===== src/rtl/fpga_top_mac_pkg.sv =====
// rtl/fpga_top_mac_pkg.sv - shared types and constants for the multiply-accumulate tail
package fpga_top_mac_pkg;

    localparam int A_WIDTH_DEF   = 9;
    localparam int B_WIDTH_DEF   = 10;
    localparam int P_WIDTH_DEF   = 16;
    localparam int ACC_WIDTH_DEF = 24;
    localparam int LEN_WIDTH_DEF = 8;

    // Saturation value; the accumulator takes the low ACC_WIDTH bits (all ones)
    localparam logic [63:0] ACC_MAX = '1;

    typedef enum logic [1:0] {
        ACC   = 2'd0,
        FLUSH = 2'd1,
        HOLD  = 2'd2
    } state_t;

endpackage


===== src/rtl/fpga_top_mac_prod_reg.sv =====
// rtl/fpga_top_mac_prod_reg.sv - stage-1 registered truncating multiply with valid/first/last sideband
module fpga_top_mac_prod_reg
    import fpga_top_mac_pkg::*;
#(
    parameter int A_WIDTH = A_WIDTH_DEF,
    parameter int B_WIDTH = B_WIDTH_DEF,
    parameter int P_WIDTH = P_WIDTH_DEF
) (
    input  logic               clk,
    input  logic               rst,
    input  logic               accept,
    input  logic               first,
    input  logic               last,
    input  logic [A_WIDTH-1:0] a,
    input  logic [B_WIDTH-1:0] b,
    output logic [P_WIDTH-1:0] p_q,
    output logic               p_v,
    output logic               p_first,
    output logic               p_last
);

    // Register the product modulo 2^P_WIDTH together with its group position
    always_ff @(posedge clk) begin
        if (rst) begin
            p_q     <= '0;
            p_v     <= 1'b0;
            p_first <= 1'b0;
            p_last  <= 1'b0;
        end else if (accept) begin
            p_q     <= P_WIDTH'(a * b);
            p_v     <= 1'b1;
            p_first <= first;
            p_last  <= last;
        end else begin
            p_v     <= 1'b0;
        end
    end

endmodule


===== src/rtl/fpga_top_mac_acc_16.sv =====
// rtl/fpga_top_mac_acc_16.sv - multiply-accumulate tail with saturating sum on a valid/ready output
module fpga_top_mac_acc_16
    import fpga_top_mac_pkg::*;
#(
    parameter int A_WIDTH   = A_WIDTH_DEF,
    parameter int B_WIDTH   = B_WIDTH_DEF,
    parameter int P_WIDTH   = P_WIDTH_DEF,
    parameter int ACC_WIDTH = ACC_WIDTH_DEF,
    parameter int LEN_WIDTH = LEN_WIDTH_DEF
) (
    input  logic                 ap_clk,
    input  logic                 ap_rst,
    input  logic [LEN_WIDTH-1:0] cfg_len,
    input  logic                 in_valid,
    output logic                 in_ready,
    input  logic [A_WIDTH-1:0]   in_a,
    input  logic [B_WIDTH-1:0]   in_b,
    output logic                 out_valid,
    input  logic                 out_ready,
    output logic [ACC_WIDTH-1:0] out_data,
    output logic                 out_sat
);

    localparam logic [ACC_WIDTH-1:0] ACC_ONES = ACC_MAX[ACC_WIDTH-1:0];

    state_t                 state;
    state_t                 state_n;
    logic                   first;
    logic [LEN_WIDTH-1:0]   count;
    logic [LEN_WIDTH-1:0]   len_q;
    logic [LEN_WIDTH-1:0]   cfg_len_eff;
    logic [LEN_WIDTH-1:0]   len_eff;
    logic [LEN_WIDTH-1:0]   count_inc;
    logic                   accept;
    logic                   last_beat;

    logic [P_WIDTH-1:0]     p_q;
    logic                   p_v;
    logic                   p_first;
    logic                   p_last;

    logic [ACC_WIDTH-1:0]   acc;
    logic                   sat_flag;
    logic [ACC_WIDTH-1:0]   acc_base;
    logic [ACC_WIDTH:0]     sum;
    logic                   sat_hit;
    logic [ACC_WIDTH-1:0]   acc_next;
    logic                   sat_next;

    assign in_ready    = (state == ACC);
    assign out_valid   = (state == HOLD);
    assign accept      = in_valid && in_ready;
    // A zero length would never close a group, so it behaves as a single product
    assign cfg_len_eff = (cfg_len == '0) ? LEN_WIDTH'(1) : cfg_len;
    assign len_eff     = first ? cfg_len_eff : len_q;
    assign count_inc   = count + LEN_WIDTH'(1);
    assign last_beat   = accept && (count_inc == len_eff);

    // Group bookkeeping: latch the length on the opening beat and count beats
    always_ff @(posedge ap_clk) begin
        if (ap_rst) begin
            first <= 1'b1;
            count <= '0;
            len_q <= '0;
        end else if (accept) begin
            if (first) begin
                len_q <= cfg_len_eff;
            end
            if (last_beat) begin
                count <= '0;
                first <= 1'b1;
            end else begin
                count <= count_inc;
                first <= 1'b0;
            end
        end
    end

    fpga_top_mac_prod_reg #(
        .A_WIDTH (A_WIDTH),
        .B_WIDTH (B_WIDTH),
        .P_WIDTH (P_WIDTH)
    ) u_prod_reg (
        .clk     (ap_clk),
        .rst     (ap_rst),
        .accept  (accept),
        .first   (first),
        .last    (last_beat),
        .a       (in_a),
        .b       (in_b),
        .p_q     (p_q),
        .p_v     (p_v),
        .p_first (p_first),
        .p_last  (p_last)
    );

    // One spare bit on the sum exposes overflow for saturation
    assign acc_base = p_first ? '0 : acc;
    assign sum      = {1'b0, acc_base} + (ACC_WIDTH + 1)'(p_q);
    assign sat_hit  = sum[ACC_WIDTH];
    assign acc_next = sat_hit ? ACC_ONES : sum[ACC_WIDTH-1:0];
    assign sat_next = (p_first ? 1'b0 : sat_flag) | sat_hit;

    // Stage 2: absorb each product and publish the sum on the group's last product
    always_ff @(posedge ap_clk) begin
        if (ap_rst) begin
            acc      <= '0;
            sat_flag <= 1'b0;
            out_data <= '0;
            out_sat  <= 1'b0;
        end else if (p_v) begin
            acc      <= acc_next;
            sat_flag <= sat_next;
            if (p_last) begin
                out_data <= acc_next;
                out_sat  <= sat_next;
            end
        end
    end

    // State register
    always_ff @(posedge ap_clk) begin
        if (ap_rst) begin
            state <= ACC;
        end else begin
            state <= state_n;
        end
    end

    // Next state: stop intake after the last beat until the result is taken
    always_comb begin
        state_n = state;
        case (state)
            ACC:     if (last_beat)      state_n = FLUSH;
            FLUSH:   if (p_v && p_last)  state_n = HOLD;
            HOLD:    if (out_ready)      state_n = ACC;
            default:                     state_n = ACC;
        endcase
    end

endmodule


===== config.mk =====
export PLATFORM = sky130hd
export DESIGN_NAME = fpga_top_mac_acc_16
export DESIGN_NICKNAME = d
export VERILOG_FILES = /design/src/rtl/fpga_top_mac_pkg.sv /design/src/rtl/fpga_top_mac_prod_reg.sv /design/src/rtl/fpga_top_mac_acc_16.sv
export SDC_FILE = /design/constraint.sdc
export NUM_CORES = 1
export LEC_CHECK = 0
export BUFFER_PORTS_ARGS = -buffer_cell sky130_fd_sc_hd__buf_2
export CAP_MARGIN = 20
export CORE_AREA = 2 2 112 114
export DETAILED_ROUTE_END_ITERATION = 16
export DIE_AREA = 0 0 114 116
export PLACE_DENSITY = 0.81
export SLEW_MARGIN = 5
export SYNTH_ARGS = -nofsm -noshare
export SYNTH_HDL_FRONTEND = slang
export SYNTH_SLANG_ARGS = --single-unit

===== constraint.sdc =====
create_clock -name ap_clk -period 5.57 [get_ports ap_clk]
set_clock_uncertainty 0.15 [all_clocks]
set_input_delay 1.114 -clock ap_clk [delete_from_list [all_inputs] [get_ports ap_clk]]
set_output_delay 1.114 -clock ap_clk [all_outputs]
set_load 0.005 [all_outputs]

==> flow_summary.yaml <==
layout:
  multiInputGateArea_um2: 4987
  area.sequential_um2: 1762
  fin_util_pct: 66.58
  diodes: 0
  drive_gt1_share_pct: 9.389
  fill_cells: 985
  layout.nets: 1045
  syn_to_final_growth_pct: 8.565
yosys:
  async_flop_share_pct: 0
  seq_area_frac_synth_pct: 24.12
  synthAdderAreaFrac_pct: 23.06
  ys_types: 67
  yosysWarnings: 0
  synthCells: 886
  synth_compound_area_share_pct: 18.60
  ys_top_cells_by_count: "inv_1, nand2_1, dfxtp_1"
  synth_flop_cell: "dfxtp_1"
  synth_edf_count: 0
  synth_top_family_by_area: "adder cells"
  synthTopCellsByArea: "dfxtp_1, fa_1, ha_1, a21oi_1, inv_1"
  ys_seq_elements: 88
  synth.most_common_cell: "inv_1"
  yosysTopAreaCell: "dfxtp_1"
  syn_nets: 1018
  avgSynthCellArea_um2: 8.244
  synth_xor_area_share_pct: 4.556
  synth.top_cell.area_share_pct: 24.12
  synth_simple_gate_area_share_pct: 20.83
  synthesis.area_um2: 7305
  muxShareOfSynthArea_pct: 1.233
floorplanning:
  coreArea_um2: 11910
  die_w_um: 114
  fp-row-count: 40
  die_h_um: 116
  start_util_pct: 61.32
  die-area_um2: 13220
  floorplan.io_pins: 58
pwr:
  finalPower_mw: 2.564
  power_frac_seq_pct: 28.0
  intPower_mw: 1.573
  peakVddDrop_mv: 0.1765
  p_switching_uw: 991.8
  p_sw_share_pct: 38.67
  clkPwrFrac_pct: 25.2
  combPwrFrac_pct: 46.9
  cellPowerDensity_nw_per_um2: 323.4
  p_leak_nw: 3.555
sta:
  fin_crit_sh_pct: 91.15
  holdWs_ns: 0.3061
  period_minus_slack_ns: 5.077
  clock.fmax_ghz: 0.1970
  slew-limit-headroom_pct: 41.56
  rsz0062_at_grt: "no"
  report.final.hold_viol_count: 0
  setup_violations: 0
  finalSetupTns_ns: 0
  drv_slew: 0
  worst_slew_pin_slew_ns: 0.8756
  finalWorstSetupSlack_ns: 0.4932
global_route:
  antenna_found_initial: 0
  grt_overflow: 0
  grt_pass1_wl_um: 28270
  grt_max_degree: 48
  grt.total_usage_pct: 26.53
  grt_pass1_vias: 6050
cts:
  cts_buffer_depth: 2
  clock_sinks: 88
  post_cts_resized: 0
  cts_max_level: 3
  root_buffer: "clkbuf_16"
  cts_tree: "done"
  clkTransAtPathRegs_ns: 0.06
  numCtsBuffers: 9
  postCtsSetupBuffers: 0
  ctsHoldBuffers: 0
  clk_latency_ns: 0.34
drt:
  ant_nets: 0
  drc: 0
  wirelength_um: 16450
  wl_per_cell_um: 15.48
  vias: 6164
  vias_per_cell: 5.799
  drt_pass1_iterations: 5
  drt_iter0_drc: 381
hold_path:
  hp-class: "flop to flop"
setup_path:
  crit_path_end_kind: "flop"
  path_class: "input port to flop"
  crit_path_start_kind: "input port"
  cp_max_fo: 8
  arrival_ns: 5.20
  crit_required_ns: 5.69
place:
  gp_congestion: 0.9089
  preCtsSetupSlack_ns: 0.1845
  numPortBuffers: 57
  hpwlAfterDp_um: 12020
outcome:
  outcome: "finished, final reports clean"
run:
  maxCapViolCount: 0
through the flow:
stage	cells	instance area (um2)
final	1063	7930
after detailed placement	1049	7620
after floorplan	886	7305
after CTS	1063	7930
after global placement	1049	7620
after global routing	1063	7930
state kept, by name (all words and copies together), names as in the netlist, 2 cells and up:
| signal | count |
|---|---|
| out_data | 24 |
| count | 8 |
| acc | 24 |
| state | 2 |
| u_prod_reg.p_q | 16 |
| len_q | 8 |
routing by layer:
| layer | vias up | global-route usage [%] | part of all wire [%] |
|---|---|---|---|
| met5 | - | 0 | 0 |
| met4 | 0 | 8.130 | 2.2 |
| met3 | 33 | 4.236 | 4.0 |
| met2 | 164 | 45.83 | 50 |
| met1 | 2933 | 34.45 | 44 |
| li1 | 3034 | - | - |
logic make-up (layout without fill, tap and decap cells):
kind of cell,count (synthesis),count (layout)
xor gates and xnor gates,38,38
adders and majority gates,101,101
and+or+nand+nor,303,303
buffers and inverters,142,172
muxes,9,9
DFF,88,88
AOI/OAI and AO/OA,205,205
placed cells by master (no fill, tap or decap), drive strengths merged, types with 3 or more instances in the layout:
cell type  instances
nand4              5
dfxtp             88
nor3               4
nand2             94
or4                3
and3               4
fa                56
o211ai             7
nand2b             5
a211oi            31
inv               95
o21a               8
clkbuf            11
nor2b             30
a21oi             76
xor2              11
buf               63
a211o              4
a22oi              3
or3                8
nand3             19
a31oi              7
nor2              67
xnor2             27
and2              51
ha                45
a21o              10
o21ai             28
mux2i              9
a31o               4
a311oi             6
area by class of cell:
cell class | instances | area share, %
multi-input cells | 656 | 62.89
flip-flops and latches | 88 | 22.22
inverters | 95 | 4.497
repair buffers | 63 | 4.165
clock buffers | 11 | 3.061
well taps | 147 | 2.319
clock inverters | 3 | 0.8520
worst max-delay path, stage by stage:
cell and delay [ns]:
buf_2 0.15, and2_1 0.18, fa_1 0.53, inv_1 0.05, fa_1 0.54, inv_1 0.06
fa_1 0.53, inv_1 0.05, fa_1 0.55, inv_1 0.05, ha_1 0.34, a21oi_1 0.24
o21bai_1 0.11, a21oi_1 0.18, o31ai_1 0.11, xnor2_1 0.18, nand2_1 0.08, a21oi_1 0.16
power by group through the flow:
stage | clock (mW) | sequential [mW] | combinational (mW)
global route | 0.679 | 0.723 | 1.36
CTS | 0.650 | 0.717 | 1.19
floorplan | 0 | 0.717 | 0.909
finish | 0.645 | 0.717 | 1.20
global placement | 0 | 0.731 | 1.15
detailed placement | 0 | 0.731 | 1.18
worst paths after layout:
check | to | start | cells past startpoint | slack [ns]
setup / recovery | u_prod_reg.p_q[15]$_SDFFE_PP0P_ | in_a[8] | 18 | 0.49
hold / removal | len_q[2]$_SDFFE_PP0P_ | len_q[2]$_SDFFE_PP0P_ | 2 | 0.31
setup reg to reg | out_data[22]$_SDFFE_PP0P_ | u_prod_reg.p_first$_SDFFE_PP0P_ | 11 | 1.56
hold reg to reg | len_q[2]$_SDFFE_PP0P_ | len_q[2]$_SDFFE_PP0P_ | 2 | 0.31
Note: power is estimated with default switching activity, not from simulation.
